### src/rtl/fractal_sync_pkg.sv
// Shared types for the fractal sync tree nodes: field widths, node FSM states
// and the per-child pending request entry.
package fractal_sync_pkg;

  // Field widths mirror the tile-level fsync decoder widths.
  localparam int unsigned FSYNC_AGGR_W         = 8;
  localparam int unsigned FSYNC_ID_W           = 8;
  localparam int unsigned FSYNC_SRC_W          = 2;
  localparam int unsigned FSYNC_TIMEOUT_CYCLES = 1024;

  typedef enum logic [2:0] {
    NODE_IDLE,
    NODE_PARTIAL,
    NODE_RESOLVE,
    NODE_FWD,
    NODE_WAIT_UP,
    NODE_WAKE
  } node_state_e;

  typedef struct packed {
    logic                    valid;
    logic [FSYNC_AGGR_W-1:0] aggr;
    logic [FSYNC_ID_W-1:0]   id;
  } pend_entry_t;

endpackage

### src/rtl/fractal_sync_if.sv
// Fsync link between a requester (mst_port) and a tree node (slv_port):
// sync/aggr/id/src travel upward, wake/error travel back down.
interface fractal_sync_if
  import fractal_sync_pkg::*;
#(
  parameter int unsigned AGGR_W = FSYNC_AGGR_W,
  parameter int unsigned ID_W   = FSYNC_ID_W
);
  logic                   sync;
  logic [AGGR_W-1:0]      aggr;
  logic [ID_W-1:0]        id;
  logic [FSYNC_SRC_W-1:0] src;
  logic                   wake;
  logic                   error;

  modport mst_port (output sync, aggr, id, src, input  wake, error);
  modport slv_port (input  sync, aggr, id, src, output wake, error);
endinterface

### src/rtl/fractal_sync_node_port.sv
// One child-facing port of a pair node: holds the pending request, flags
// repeated syncs, and registers the wake/error returned to the child.
module fractal_sync_node_port
  import fractal_sync_pkg::*;
(
  input  logic                    clk_i,
  input  logic                    rst_ni,
  input  logic                    clear_i,
  input  node_state_e             state_q,
  input  logic                    wake_cmd,
  input  logic                    err_cmd,
  fractal_sync_if.slv_port        ch_if,
  output logic                    accept,
  output pend_entry_t             entry_q
);

  logic dbl_sync;
  logic wake_q;
  logic error_q;
  logic unused_src;

  // A sync is taken only when nothing is pending and the barrier is not
  // releasing; anything else is a protocol error for this child.
  assign accept     = ch_if.sync & ~entry_q.valid & (state_q != NODE_WAKE);
  assign dbl_sync   = ch_if.sync & ~accept;
  assign unused_src = ^ch_if.src;

  // NOTE: non-blocking assignments on all state so every register in this
  // block sees pre-edge values regardless of statement order.
  always_ff @(posedge clk_i or negedge rst_ni) begin
    if (!rst_ni) begin
      entry_q <= '0;
      wake_q  <= 1'b0;
      error_q <= 1'b0;
    end else if (clear_i) begin
      entry_q <= '0;
      wake_q  <= 1'b0;
      error_q <= 1'b0;
    end else begin
      // Only children with a live request are woken (matters on timeout).
      wake_q  <= wake_cmd & entry_q.valid;
      error_q <= (wake_cmd & err_cmd & entry_q.valid) | dbl_sync;
      if (state_q == NODE_WAKE) begin
        entry_q <= '0;
      end else if (accept) begin
        entry_q <= '{valid: 1'b1,
                     aggr:  FSYNC_AGGR_W'(ch_if.aggr),
                     id:    FSYNC_ID_W'(ch_if.id)};
      end
    end
  end

  assign ch_if.wake  = wake_q;
  assign ch_if.error = error_q;

endmodule

### src/rtl/fractal_sync_pair_node.sv
// Level-1 fractal sync node: merges one request from each of two children and
// terminates locally or forwards upward. Optional FRACTAL_SYNC_NODE_TIMEOUT_EN.
module fractal_sync_pair_node
  import fractal_sync_pkg::*;
#(
  parameter int unsigned AGGR_W         = FSYNC_AGGR_W,
  parameter int unsigned ID_W           = FSYNC_ID_W,
  parameter int unsigned TIMEOUT_CYCLES = FSYNC_TIMEOUT_CYCLES
) (
  input  logic             clk_i,
  input  logic             rst_ni,
  input  logic             clear_i,
  fractal_sync_if.slv_port ch0_fsync_if_i,
  fractal_sync_if.slv_port ch1_fsync_if_i,
  fractal_sync_if.mst_port up_fsync_if_o
);

  node_state_e       state_q, state_d;
  logic              wake_err_d;
  logic              acc0, acc1;
  pend_entry_t       entry0, entry1;
  logic              timeout;
  logic              mismatch;
  logic              wake_cmd, err_cmd;
  logic              up_sync_d, up_sync_q;
  logic [AGGR_W-1:0] up_aggr_d, up_aggr_q;
  logic [ID_W-1:0]   up_id_d, up_id_q;

  fractal_sync_node_port u_port0 (
    .clk_i    (clk_i),
    .rst_ni   (rst_ni),
    .clear_i  (clear_i),
    .state_q  (state_q),
    .wake_cmd (wake_cmd),
    .err_cmd  (err_cmd),
    .ch_if    (ch0_fsync_if_i),
    .accept   (acc0),
    .entry_q  (entry0)
  );

  fractal_sync_node_port u_port1 (
    .clk_i    (clk_i),
    .rst_ni   (rst_ni),
    .clear_i  (clear_i),
    .state_q  (state_q),
    .wake_cmd (wake_cmd),
    .err_cmd  (err_cmd),
    .ch_if    (ch1_fsync_if_i),
    .accept   (acc1),
    .entry_q  (entry1)
  );

  assign mismatch = (entry0.aggr != entry1.aggr) || (entry0.id != entry1.id);

`ifdef FRACTAL_SYNC_NODE_TIMEOUT_EN
  localparam int unsigned CNT_W = (TIMEOUT_CYCLES > 2) ? $clog2(TIMEOUT_CYCLES) : 1;
  logic [CNT_W-1:0] tmo_cnt_q;

  // Restarts on every state change so each waiting state gets a full budget.
  always_ff @(posedge clk_i or negedge rst_ni) begin
    if (!rst_ni) begin
      tmo_cnt_q <= '0;
    end else if (clear_i || (state_d != state_q) ||
                 !(state_q inside {NODE_PARTIAL, NODE_WAIT_UP})) begin
      tmo_cnt_q <= '0;
    end else begin
      tmo_cnt_q <= tmo_cnt_q + 1'b1;
    end
  end

  assign timeout = (state_q inside {NODE_PARTIAL, NODE_WAIT_UP}) &&
                   (tmo_cnt_q == CNT_W'(TIMEOUT_CYCLES - 1));
`else
  localparam int unsigned unused_timeout_cycles = TIMEOUT_CYCLES;
  assign timeout = 1'b0;
`endif

  always_ff @(posedge clk_i or negedge rst_ni) begin
    if (!rst_ni) state_q <= NODE_IDLE;
    else         state_q <= state_d;
  end

  // NOTE: defaults first so every path assigns state_d and wake_err_d;
  // a missing branch would otherwise infer a latch.
  always_comb begin
    state_d    = state_q;
    wake_err_d = 1'b0;
    unique case (state_q)
      NODE_IDLE: begin
        if (acc0 && acc1)      state_d = NODE_RESOLVE;
        else if (acc0 || acc1) state_d = NODE_PARTIAL;
      end
      NODE_PARTIAL: begin
        if ((acc0 && entry1.valid) || (acc1 && entry0.valid)) begin
          state_d = NODE_RESOLVE;
        end else if (timeout) begin
          state_d    = NODE_WAKE;
          wake_err_d = 1'b1;
        end
      end
      NODE_RESOLVE: begin
        if (mismatch) begin
          state_d    = NODE_WAKE;
          wake_err_d = 1'b1;
        end else if (entry0.aggr[0]) begin
          state_d = NODE_WAKE;
        end else begin
          state_d = NODE_FWD;
        end
      end
      NODE_FWD: state_d = NODE_WAIT_UP;
      NODE_WAIT_UP: begin
        if (up_fsync_if_o.wake || up_fsync_if_o.error) begin
          state_d    = NODE_WAKE;
          wake_err_d = up_fsync_if_o.error;
        end else if (timeout) begin
          state_d    = NODE_WAKE;
          wake_err_d = 1'b1;
        end
      end
      NODE_WAKE: state_d = NODE_IDLE;
      default:   state_d = NODE_IDLE;
    endcase
    if (clear_i) begin
      state_d    = NODE_IDLE;
      wake_err_d = 1'b0;
    end
  end

  // Outputs are decoded from the next state and registered, so they line up
  // with the state they belong to.
  always_comb begin
    wake_cmd  = (state_d == NODE_WAKE);
    err_cmd   = wake_err_d;
    up_sync_d = (state_d == NODE_FWD);
    up_aggr_d = '0;
    up_id_d   = '0;
    if (up_sync_d) begin
      up_aggr_d = AGGR_W'(entry0.aggr >> 1);
      up_id_d   = ID_W'(entry0.id >> 1);
    end
  end

  always_ff @(posedge clk_i or negedge rst_ni) begin
    if (!rst_ni) begin
      up_sync_q <= 1'b0;
      up_aggr_q <= '0;
      up_id_q   <= '0;
    end else begin
      up_sync_q <= up_sync_d;
      up_aggr_q <= up_aggr_d;
      up_id_q   <= up_id_d;
    end
  end

  assign up_fsync_if_o.sync = up_sync_q;
  assign up_fsync_if_o.aggr = up_aggr_q;
  assign up_fsync_if_o.id   = up_id_q;
  assign up_fsync_if_o.src  = '0;

endmodule

### src/flat_wrapper.sv
// flat-port wrapper written by rule: the top's interface ports become plain ports
module fractal_sync_pair_node_flat import fractal_sync_pkg::*;
#(
  parameter int unsigned AGGR_W         = FSYNC_AGGR_W,
  parameter int unsigned ID_W           = FSYNC_ID_W,
  parameter int unsigned TIMEOUT_CYCLES = FSYNC_TIMEOUT_CYCLES
)
  (clk_i, rst_ni, clear_i, ch0_fsync_if_i_sync, ch0_fsync_if_i_aggr, ch0_fsync_if_i_id, ch0_fsync_if_i_src, ch0_fsync_if_i_wake, ch0_fsync_if_i_error, ch1_fsync_if_i_sync, ch1_fsync_if_i_aggr, ch1_fsync_if_i_id, ch1_fsync_if_i_src, ch1_fsync_if_i_wake, ch1_fsync_if_i_error, up_fsync_if_o_sync, up_fsync_if_o_aggr, up_fsync_if_o_id, up_fsync_if_o_src, up_fsync_if_o_wake, up_fsync_if_o_error);
  fractal_sync_if #(.AGGR_W(AGGR_W), .ID_W(ID_W)) ch0_fsync_if_i_i ();
  fractal_sync_if #(.AGGR_W(AGGR_W), .ID_W(ID_W)) ch1_fsync_if_i_i ();
  fractal_sync_if #(.AGGR_W(AGGR_W), .ID_W(ID_W)) up_fsync_if_o_i ();
  input  logic clk_i;
  input  logic rst_ni;
  input  logic clear_i;
  input wire logic [$bits(ch0_fsync_if_i_i.sync)-1:0] ch0_fsync_if_i_sync;
  input wire logic [$bits(ch0_fsync_if_i_i.aggr)-1:0] ch0_fsync_if_i_aggr;
  input wire logic [$bits(ch0_fsync_if_i_i.id)-1:0] ch0_fsync_if_i_id;
  input wire logic [$bits(ch0_fsync_if_i_i.src)-1:0] ch0_fsync_if_i_src;
  output wire logic [$bits(ch0_fsync_if_i_i.wake)-1:0] ch0_fsync_if_i_wake;
  output wire logic [$bits(ch0_fsync_if_i_i.error)-1:0] ch0_fsync_if_i_error;
  input wire logic [$bits(ch1_fsync_if_i_i.sync)-1:0] ch1_fsync_if_i_sync;
  input wire logic [$bits(ch1_fsync_if_i_i.aggr)-1:0] ch1_fsync_if_i_aggr;
  input wire logic [$bits(ch1_fsync_if_i_i.id)-1:0] ch1_fsync_if_i_id;
  input wire logic [$bits(ch1_fsync_if_i_i.src)-1:0] ch1_fsync_if_i_src;
  output wire logic [$bits(ch1_fsync_if_i_i.wake)-1:0] ch1_fsync_if_i_wake;
  output wire logic [$bits(ch1_fsync_if_i_i.error)-1:0] ch1_fsync_if_i_error;
  output wire logic [$bits(up_fsync_if_o_i.sync)-1:0] up_fsync_if_o_sync;
  output wire logic [$bits(up_fsync_if_o_i.aggr)-1:0] up_fsync_if_o_aggr;
  output wire logic [$bits(up_fsync_if_o_i.id)-1:0] up_fsync_if_o_id;
  output wire logic [$bits(up_fsync_if_o_i.src)-1:0] up_fsync_if_o_src;
  input wire logic [$bits(up_fsync_if_o_i.wake)-1:0] up_fsync_if_o_wake;
  input wire logic [$bits(up_fsync_if_o_i.error)-1:0] up_fsync_if_o_error;
  assign ch0_fsync_if_i_i.sync = ch0_fsync_if_i_sync;
  assign ch0_fsync_if_i_i.aggr = ch0_fsync_if_i_aggr;
  assign ch0_fsync_if_i_i.id = ch0_fsync_if_i_id;
  assign ch0_fsync_if_i_i.src = ch0_fsync_if_i_src;
  assign ch0_fsync_if_i_wake = ch0_fsync_if_i_i.wake;
  assign ch0_fsync_if_i_error = ch0_fsync_if_i_i.error;
  assign ch1_fsync_if_i_i.sync = ch1_fsync_if_i_sync;
  assign ch1_fsync_if_i_i.aggr = ch1_fsync_if_i_aggr;
  assign ch1_fsync_if_i_i.id = ch1_fsync_if_i_id;
  assign ch1_fsync_if_i_i.src = ch1_fsync_if_i_src;
  assign ch1_fsync_if_i_wake = ch1_fsync_if_i_i.wake;
  assign ch1_fsync_if_i_error = ch1_fsync_if_i_i.error;
  assign up_fsync_if_o_sync = up_fsync_if_o_i.sync;
  assign up_fsync_if_o_aggr = up_fsync_if_o_i.aggr;
  assign up_fsync_if_o_id = up_fsync_if_o_i.id;
  assign up_fsync_if_o_src = up_fsync_if_o_i.src;
  assign up_fsync_if_o_i.wake = up_fsync_if_o_wake;
  assign up_fsync_if_o_i.error = up_fsync_if_o_error;
  fractal_sync_pair_node #(.AGGR_W(AGGR_W), .ID_W(ID_W), .TIMEOUT_CYCLES(TIMEOUT_CYCLES)) u_core (.clk_i(clk_i), .rst_ni(rst_ni), .clear_i(clear_i), .ch0_fsync_if_i(ch0_fsync_if_i_i), .ch1_fsync_if_i(ch1_fsync_if_i_i), .up_fsync_if_o(up_fsync_if_o_i));
endmodule
### config.mk
export PLATFORM = sky130hd
export DESIGN_NAME = fractal_sync_pair_node_flat
export DESIGN_NICKNAME = d
export VERILOG_FILES = /design/src/rtl/fractal_sync_pkg.sv /design/src/rtl/fractal_sync_if.sv /design/src/rtl/fractal_sync_node_port.sv /design/src/rtl/fractal_sync_pair_node.sv /design/src/flat_wrapper.sv
export SDC_FILE = /design/constraint.sdc
export NUM_CORES = 1
export LEC_CHECK = 0
export CORE_UTILIZATION = 43
export CTS_CLUSTER_DIAMETER = 40
export DETAILED_ROUTE_END_ITERATION = 10
export PLACE_DENSITY = 0.72
export SLEW_MARGIN = 20
export SYNTH_ARGS = -nofsm -noshare
export SYNTH_HDL_FRONTEND = slang
export SYNTH_SLANG_ARGS = --single-unit
### constraint.sdc
create_clock -name clk_i -period 2 [get_ports clk_i]
set_input_delay 0.2 -clock clk_i [delete_from_list [all_inputs] [get_ports clk_i]]
set_output_delay 0.2 -clock clk_i [all_outputs]
set_load 0.02 [all_outputs]
[Word level (Yosys, flattened, before mapping)]
Cells that the tools add are included.
Cells by class
  equality and inequality tests: 10
  mux-type cells: 24
  bitwise gates (word level): 17
  reduce and logical (&&, ||, !) cells: 10
Operators with widths (count)
  $mux 17: 6
  $mux 3: 7
  $ne 8x8->1: 2
  $pmux 3 s5: 1
  $mux 7: 2
  $and 1x1->1: 11
  $eq 3x2->1 const B: 3
  $eq 3x3->1 const B: 3
  $mux 1: 7
  $reduce_bool 3->1: 2
  $logic_or 1x1->1: 4
  $not 1->1: 4
  $eq 3x1->1 const B: 1
  $logic_and 1x1->1: 3
  $logic_not 3->1: 1
  $ne 3x3->1 const B: 1
  $or 1x1->1: 2
  $pmux 1 s2: 1
Word-level totals
  flip-flop bits (word level): 57
  input bits: 43
  output and inout port bits: 23
  logic and storage cells: 75

[Longest topological paths before layout]
Gate-level depths: netlist of the first run.
  word-level depth: 13
  depth in mapped cells: 7
  depth with buffers taken out: 5

[By module]
From an unflattened synthesis of the first run, not the netlist that was laid out.
Unflattened totals
  cell total of the unflattened synthesis: 261
  area, all modules: 2686.3 um^2
Modules (own cells, without submodules)
  fractal_sync_node_port: instances 2, cells each 85, area an instance 842.1 um^2, seq. area each 475.5 um^2
  fractal_sync_pair_node: instances 1, cells each 91, area an instance 1002.2 um^2, seq. area each 450.4 um^2

[Worst setup path after synthesis of the first run]
Ideal clock, no wire load.
  kind: flip-flop to flip-flop
  start: register u_core.u_port1.entry_q[13] (netlist bit)
  end: register u_core.up_id_q[4], in the netlist u_core.up_fsync_if_o.id[4]
  setup time: 0.081 ns
  data arrival time: 1.685 ns
  data required time: 1.919 ns
  setup slack: 0.234 ns
  cell stages (with the launch flop): 7
  buffers on the path: 1
  period minus slack after synthesis: 1.766 ns
  path through: dfrtp_1 xor2_1 nor4_2 nand4_1 o32a_4 buf_6 nor3b_2
Between the ends
  longest elaborated chain between the ends: 7
Ends and longest elaborated chain
  start: declaration: line fractal_sync_node_port.sv:14  | output pend_entry_t entry_q
  start signal: assignment: line fractal_sync_node_port.sv:46  | entry_q <= '{valid: 1'b1,
  $ne 8x8->1: line fractal_sync_pair_node.sv:53  | assign mismatch = (entry0.aggr != entry1.aggr) || (entry0.id != entry1.id);
  $logic_or 1x1->1: line fractal_sync_pair_node.sv:53
  $mux 3: line fractal_sync_pair_node.sv:102  | if (mismatch) begin
  $pmux 3 s5: line fractal_sync_pair_node.sv:88  | unique case (state_q)
  $mux 3: line fractal_sync_pair_node.sv:124  | if (clear_i) begin
  $eq 3x2->1: line fractal_sync_pair_node.sv:135  | up_sync_d = (state_d == NODE_FWD);
  $mux 7: line fractal_sync_pair_node.sv:138  | if (up_sync_d) begin
  net u_core.up_id_d[4]: line fractal_sync_pair_node.sv:27  | logic [ID_W-1:0] up_id_d, up_id_q;
  end signal: assignment: line fractal_sync_pair_node.sv:152  | up_id_q <= up_id_d;
  end: declaration: line fractal_sync_pair_node.sv:27
The timed path passes the listed nets, and every way through them passes these cells.
A chain may end at the register's enable or synchronous reset.

[Worst setup path after layout of the first run]
  start: register u_core.u_port0.entry_q[4] (netlist bit)
  end: register u_core.up_aggr_q[6], in the netlist u_core.up_fsync_if_o.aggr[6]
Between the ends
  longest elaborated chain between the ends: 7
Ends and longest elaborated chain
  start: declaration: line fractal_sync_node_port.sv:14
  start signal: assignment: line fractal_sync_node_port.sv:46
  $ne 8x8->1: line fractal_sync_pair_node.sv:53
  $logic_or 1x1->1: line fractal_sync_pair_node.sv:53
  $mux 3: line fractal_sync_pair_node.sv:102
  $pmux 3 s5: line fractal_sync_pair_node.sv:88
  $mux 3: line fractal_sync_pair_node.sv:124
  $eq 3x2->1: line fractal_sync_pair_node.sv:135
  $mux 7: line fractal_sync_pair_node.sv:138
  net u_core.up_aggr_d[6]: line fractal_sync_pair_node.sv:26  | logic [AGGR_W-1:0] up_aggr_d, up_aggr_q;
  end signal: assignment: line fractal_sync_pair_node.sv:151  | up_aggr_q <= up_aggr_d;
  end: declaration: line fractal_sync_pair_node.sv:26
The timed path passes the listed nets, and every way through them passes these cells.

==> results of run 1 <==
==> kinds of logic (layout without fill, tap and decap cells) <==
family / Yosys count / in the layout / synth area share
simple gates: 103 / 103 / 0.217
flops: 56 / 56 / 0.552
compound gates: 50 / 51 / 0.121
buf+inv: 24 / 81 / 0.0488
xor+xnor: 17 / 17 / 0.0587
other cells: 1 / 4 / 0.00148
==> metrics by stage <==
step / worst slack, ns / setup TNS [ns] / instance area [um2] / std cells
finish: 0.0720 / 0 / 3340 / 384
global route: -0.0318 / -0.213 / 3340 / 384
CTS: 0.0326 / 0 / 3290 / 383
detailed placement: 0.0290 / 0 / 3210 / 375
global placement: 0.0611 / 0 / 3210 / 375
floorplan: 0.234 / 0 / 2550 / 254
==> path summary, 6_finish.rpt <==
kind                                           startpoint                            to  depth (start not counted)
worst max-delay path            u_core.u_port0.entry_q[4]  u_core.up_fsync_if_o.aggr[6]                          5
worst min-delay path                               rst_ni  u_core.up_fsync_if_o.aggr[6]                          2
worst max register to register  u_core.u_port0.entry_q[4]  u_core.up_fsync_if_o.aggr[6]                          5
worst min register to register  u_core.u_port1.entry_q[0]     u_core.u_port1.entry_q[0]                          2
max in group asynchronous                          rst_ni    u_core.u_port0.entry_q[11]                          2
min in group clk_i                   ch1_fsync_if_i_id[6]     u_core.u_port1.entry_q[6]                          3
==> what timing repair did <==
item	CTS	global route
resized for setup	0	7
hold buffers	0	0
endpoints found under the setup margin	0	10
==> cells in the mapped netlist, drive strengths merged <==
cell type and number:
o22ai 2, nor3b 14, o21bai 1, nand2 65, nor2 4, a211oi 3, or2 4, conb 1
clkbuf 9, inv 5, nor3 2, nand2b 5, and2 1, o21a 1, nor2b 3, nor4 4
xor2 16, a2bb2oi 1, o32a 1, dfrtp 56, nand4 1, o21ai 2, a21oi 38, o311ai 1
buf 10, xnor2 1
==> area by class of cell <==
class	count	area share
repair buffers	68	0.201
inverters	5	0.00561
clock inverters	1	0.00262
well taps	72	0.0269
multi-input cells	175	0.322
clock buffers	7	0.0228
flip-flops and latches	56	0.419
==> sequential cells by signal (all words and copies together) (netlist names) <==
register                    count
u_core.state_q                  3
u_core.u_port0.entry_q         17
u_core.u_port1.ch_if.wake       1
u_core.u_port1.ch_if.error      1
u_core.u_port0.ch_if.wake       1
u_core.up_fsync_if_o.sync       1
u_core.u_port0.ch_if.error      1
u_core.up_fsync_if_o.aggr       7
u_core.up_fsync_if_o.id         7
u_core.u_port1.entry_q         17
==> where the power goes <==
part / switching, mW / total [mW] / leakage (nW) / internal, mW
registers: 0.0485 / 1.23 / 0.762 / 1.18
logic: 0.242 / 0.456 / 0.666 / 0.215
clock network: 0.344 / 0.595 / 0.0424 / 0.251
==> routing by layer <==
metal	wire length [um]	up-vias
met2	2610	48
met4	40	0
met3	215	2
li1	-	938
met5	0	-
met1	2560	917
==> metrics.txt, run 1 <==
area delta synth->final=31.8%; met2 GRT Util=0.295; ant diodes=0; Worst EP arrival=2.15 ns; Worst slew margin=0.529; WP buf/inv=0; GR Overflow Total=0; Required @ worst endpoint=2.22 ns; worst-path fanout max=8; critical path capture point type=register; Final ANT Viol Nets=0; first-pass GRT wire length=8630 um; Startpoint Class=register; post-synth cell types=29; Cell Chain, Critical Path=xor2_1 -> nor4_2 -> nand4_1 -> o32a_4 -> nor3b_2; largest net degree at the start of global routing=57; overall power=2.28 mW; Yosys warnings=0; worst clock skew=0.00556 ns; final period utilization=0.964; Die Area=6210 um2; Bufs on Longest Clock Path=2; Leak=1.47 nW; # IOs=66; PD cells=682 nW/um2; synthesized area=2540 um2; Pre-antenna DRT Iters=4; commonest non-fill, non-tap cells in the layout=nand2_1, clkdlybuf4s50_1, dfrtp_1, a21oi_1, xor2_1; post-detailed-route DRC marker count=0; DR WL/cell=14.1 um; Core Area=5610 um2; synthesized area per cell=10.1 um2; via/cell ratio=4.96; commonest non-fill, non-tap cell in the layout=nand2_1; Worst-path clk slew=0.09 ns; Fill cells=515; minimum clock period=1.93 ns; IO buf count=57; status=completed; Vias=1905; CTS buffer count=5; Clock Latency Late Sink=0.30 ns; met1 usage=0.244; gpl congestion=0.806; Initial Util=0.452; Critical Setup Path Class=reg2reg; setup bufs post-CTS=0; Max Cap Viol=0; vias in the first global route=1805; layout cell share with drive strength beyond 1=0.138; end-of-flow core utilization=0.596; CP top delay family=simple AND/OR/NAND/NOR gates; Final setup viols=0; initial DRC count=136; slowest cell on the critical path=o32a_4; Multi-input gate area=1080 um2; total wire length=5430 um; share of the synthesized area in the top cell type=0.552; CTS tree=done; fin. max-slew vios=0; Post-DP HPWL=3720 um; total global routing track utilization=0.180; busiest layer in global routing=met2; die extent in y=78.8 um; Largest stage delay, worst path=0.51 ns; R2R Setup Slk=0.07 ns; HP Class=in2async; Nets=354; Die Width=78.8 um; global routing usage on met3=0.0299; Final Hold Fails=0; synthesized instance count=251; initial antenna violation count=0; dominant cell type by area after synthesis=dfrtp_1; RSZ-0062 raised after global routing=true; worst hold slack=0.00867 ns; top cells by area, synth=dfrtp_1, nand2_1, a21oi_1; peak supply drop=0.000329 V; slew of the pin with the lowest slew margin=0.706 ns; Seq. cell area=1400 um2; #FFs+latches synth=56; clock sink total=56; CTS root buf=clkbuf_8; H-tree levels=2; Peak Freq=0.519 GHz; register area share after synthesis=0.552; row count=27
(Power assumes the default switching activity.)
==> run 2: changes to the inputs <==
--- a/config.mk
+++ b/config.mk
@@ -8,6 +8,7 @@
 export CORE_UTILIZATION = 43
 export CTS_CLUSTER_DIAMETER = 40
 export DETAILED_ROUTE_END_ITERATION = 10
+export HOLD_SLACK_MARGIN = 0.12
 export PLACE_DENSITY = 0.72
 export SLEW_MARGIN = 20
 export SYNTH_ARGS = -nofsm -noshare
==> run 2 against run 1 <==
- count of clock-buffer cells in the layout is the same
- largest cell class unchanged
- utilization grew 0.18 points
- register-to-register slack is essentially flat
- fmax shrank 0.32%
- hold slack gained 0.43 ns
- sequential cell count is the same
- critical path type unchanged
- non-clock buffer count grew 1
- sequential share of layout area shrank 0.13 points
- cell count grew 0.26%
- total power shrank 0.15%
- sequential power is essentially flat
==> metrics.txt, run 2 (synthesis results as in run 1) <==
status=completed; row count=27 (unchanged); Inst Count DP=375 (unchanged); vias in the first global route=1811 (+0.33%); gpl congestion=0.806 (unchanged); Max Cap Viol=0 (unchanged); highest metal used=met4; first-pass GRT wire length=8640 um (+0.15%); Post-DP HPWL=3720 um (unchanged); Area after DPL=3210 um2 (unchanged); initial antenna violation count=0 (unchanged); Cell Chain, Critical Path=xor2_1 -> nor4_2 -> nand4_1 -> o32a_4 -> nor3b_2; combinational cell fraction of total power=0.201 (about the same); clock sink total=56 (unchanged); CP top delay family=simple AND/OR/NAND/NOR gates; setup bufs post-CTS=0 (unchanged); Die Area=6210 um2 (unchanged); Largest stage delay, worst path=0.51 ns (about the same); Clock Latency Late Sink=0.30 ns (about the same); Startpoint Class=register; PD cells=679 nW/um2 (-0.45%); met1 wire length=2550 um (-0.39%); die extent in y=78.8 um (unchanged); Initial Util=0.452 (unchanged); initial DRC count=128 (-5.9%); Leak=1.47 nW (+0.28%); fin. max-slew vios=0 (unchanged); Worst slew margin=0.535 (+0.00606); WP buf/inv=0 (unchanged); switching power=0.629 mW (-0.72%); total wire length=5410 um (-0.41%); Hold Path Depth=3; CTS buffer count=5 (unchanged); slew of the pin with the lowest slew margin=0.697 ns (-0.00910 ns); CTS root buf=clkbuf_8; Peak Freq=0.517 GHz (-0.32%); post-detailed-route DRC marker count=0 (unchanged); Critical Setup Path Class=reg2reg; IO buf count=57 (unchanged); Fin Setup TNS=0 ns (unchanged); worst-path fanout max=8 (unchanged); switching fraction of total power=0.276 (-0.00159); H-tree levels=2 (unchanged); peak supply drop=0.000329 V (about the same); Vias=1896 (-0.47%); final period utilization=0.967 (+0.00305); commonest non-fill, non-tap cells in the layout=nand2_1, clkdlybuf4s50_1, dfrtp_1, a21oi_1, xor2_1; RSZ-0062 raised after global routing=true; DR WL/cell=14.0 um (-0.66%); Clk network pwr share=0.259 (-0.002); Required @ worst endpoint=2.22 ns (about the same); power share of the sequential group=0.540 (about the same); Pre-antenna DRT Iters=4 (unchanged); # IOs=66 (unchanged); slowest cell on the critical path=o32a_4; HP Class=in2reg; WP depth=5 (unchanged); Final setup viols=0 (unchanged); worst clock skew=0.00925 ns (+0.00369 ns); met2 routed wirelength=2610 um (about the same); GR Overflow Total=0 (unchanged); ant diodes=0 (unchanged); Worst EP arrival=2.16 ns (about the same); largest net degree at the start of global routing=57 (unchanged); minimum clock period=1.93 ns (+0.00610 ns); commonest non-fill, non-tap cell in the layout=nand2_1; area delta synth->final=32.2%; Final Hold Fails=0 (unchanged); Worst-path clk slew=0.09 ns (about the same); CTS tree=done; via/cell ratio=4.92 (-0.73%); Nets=355 (+0.28%); internal power=1.65 mW (about the same); Final ANT Viol Nets=0 (unchanged); met3 WL=205 um (-4.7%); Core Area=5610 um2 (unchanged); fin cells=385 (+0.26%); total global routing track utilization=0.180 (+0.000249); Fill cells=513 (-0.39%); Largest regs=u_core.u_port0.entry_q: 17 flops, u_core.u_port1.entry_q: 17 flops; critical path capture point type=register; Die Width=78.8 um (unchanged); cell area after layout=3350 um2 (+0.30%); Bufs on Longest Clock Path=2 (unchanged); layout cell share with drive strength beyond 1=0.137 (-0.000440); R2R depth=5 (unchanged)
-- run 2: cell types whose count changed in the layout (fill, tap and decap cells not counted) --
cell,before,now
dlygate4sd3_1,0,1
-- run 2: final cells by class --
class / instances / area, um2 / area share
sequential: 56 / 1400 / 0.418
tap: 72 / 90.1 / 0.0269
clock buffer: 7 / 76.3 / 0.0228
inverter: 5 / 18.8 / 0.00559
multi-input combinational: 175 / 1080 / 0.321
timing repair buffer: 69 / 683 / 0.204
clock inverter: 1 / 8.76 / 0.00261
-- run 2: worst min-delay path, cell delays in order --
cell	delay, ns
clkdlybuf4s50_1	0.40
nand2_1	0.05
a21oi_1	0.05
-- run 2: power groups by stage --
stage | clock [mW] | combinational [mW] | sequential (mW)
global placement | 0 | 0.430 | 1.25
CTS | 0.612 | 0.441 | 1.23
finish | 0.590 | 0.457 | 1.23
floorplan | 0 | 0.255 | 1.24
detailed placement | 0 | 0.437 | 1.25
global route | 0.657 | 0.499 | 1.24
-- run 2: final timing paths --
kind                                           startpoint                            to  slack, ns
worst max-delay path            u_core.u_port0.entry_q[4]  u_core.up_fsync_if_o.aggr[6]       0.07
worst min-delay path                 ch1_fsync_if_i_id[6]     u_core.u_port1.entry_q[6]       0.43
worst max register to register  u_core.u_port0.entry_q[4]  u_core.up_fsync_if_o.aggr[6]       0.07
worst min register to register  u_core.u_port1.entry_q[0]     u_core.u_port1.entry_q[0]       0.54
max in group asynchronous                          rst_ni    u_core.u_port0.entry_q[11]       0.97
min in group asynchronous                          rst_ni  u_core.up_fsync_if_o.aggr[6]       0.54
-- run 2: timing repair --
item,in CTS,in global routing
endpoints found under the setup margin,0,10
hold buffers,1,0
endpoints found under the hold margin,56,0
gates resized for setup,0,7
-- run 2: stage by stage --
| step | util | hold WS (ns) | power [mW] | worst slack (ns) |
|---|---|---|---|---|
| after floorplan | - | -0.0956 | 1.50 | 0.234 |
| after global placement | 0.572 | 0.368 | 1.68 | 0.0611 |
| after detailed placement | 0.572 | 0.379 | 1.69 | 0.0290 |
| after CTS | 0.589 | 0.429 | 2.28 | 0.0326 |
| after global routing | 0.598 | 0.438 | 2.39 | -0.0318 |
| final | 0.598 | 0.434 | 2.28 | 0.0659 |
-- run 2: metal layers --
metal	up-vias	track usage
met5	-	0
met4	0	0.0600
met3	2	0.0299
met2	45	0.296
met1	908	0.244
li1	941	-
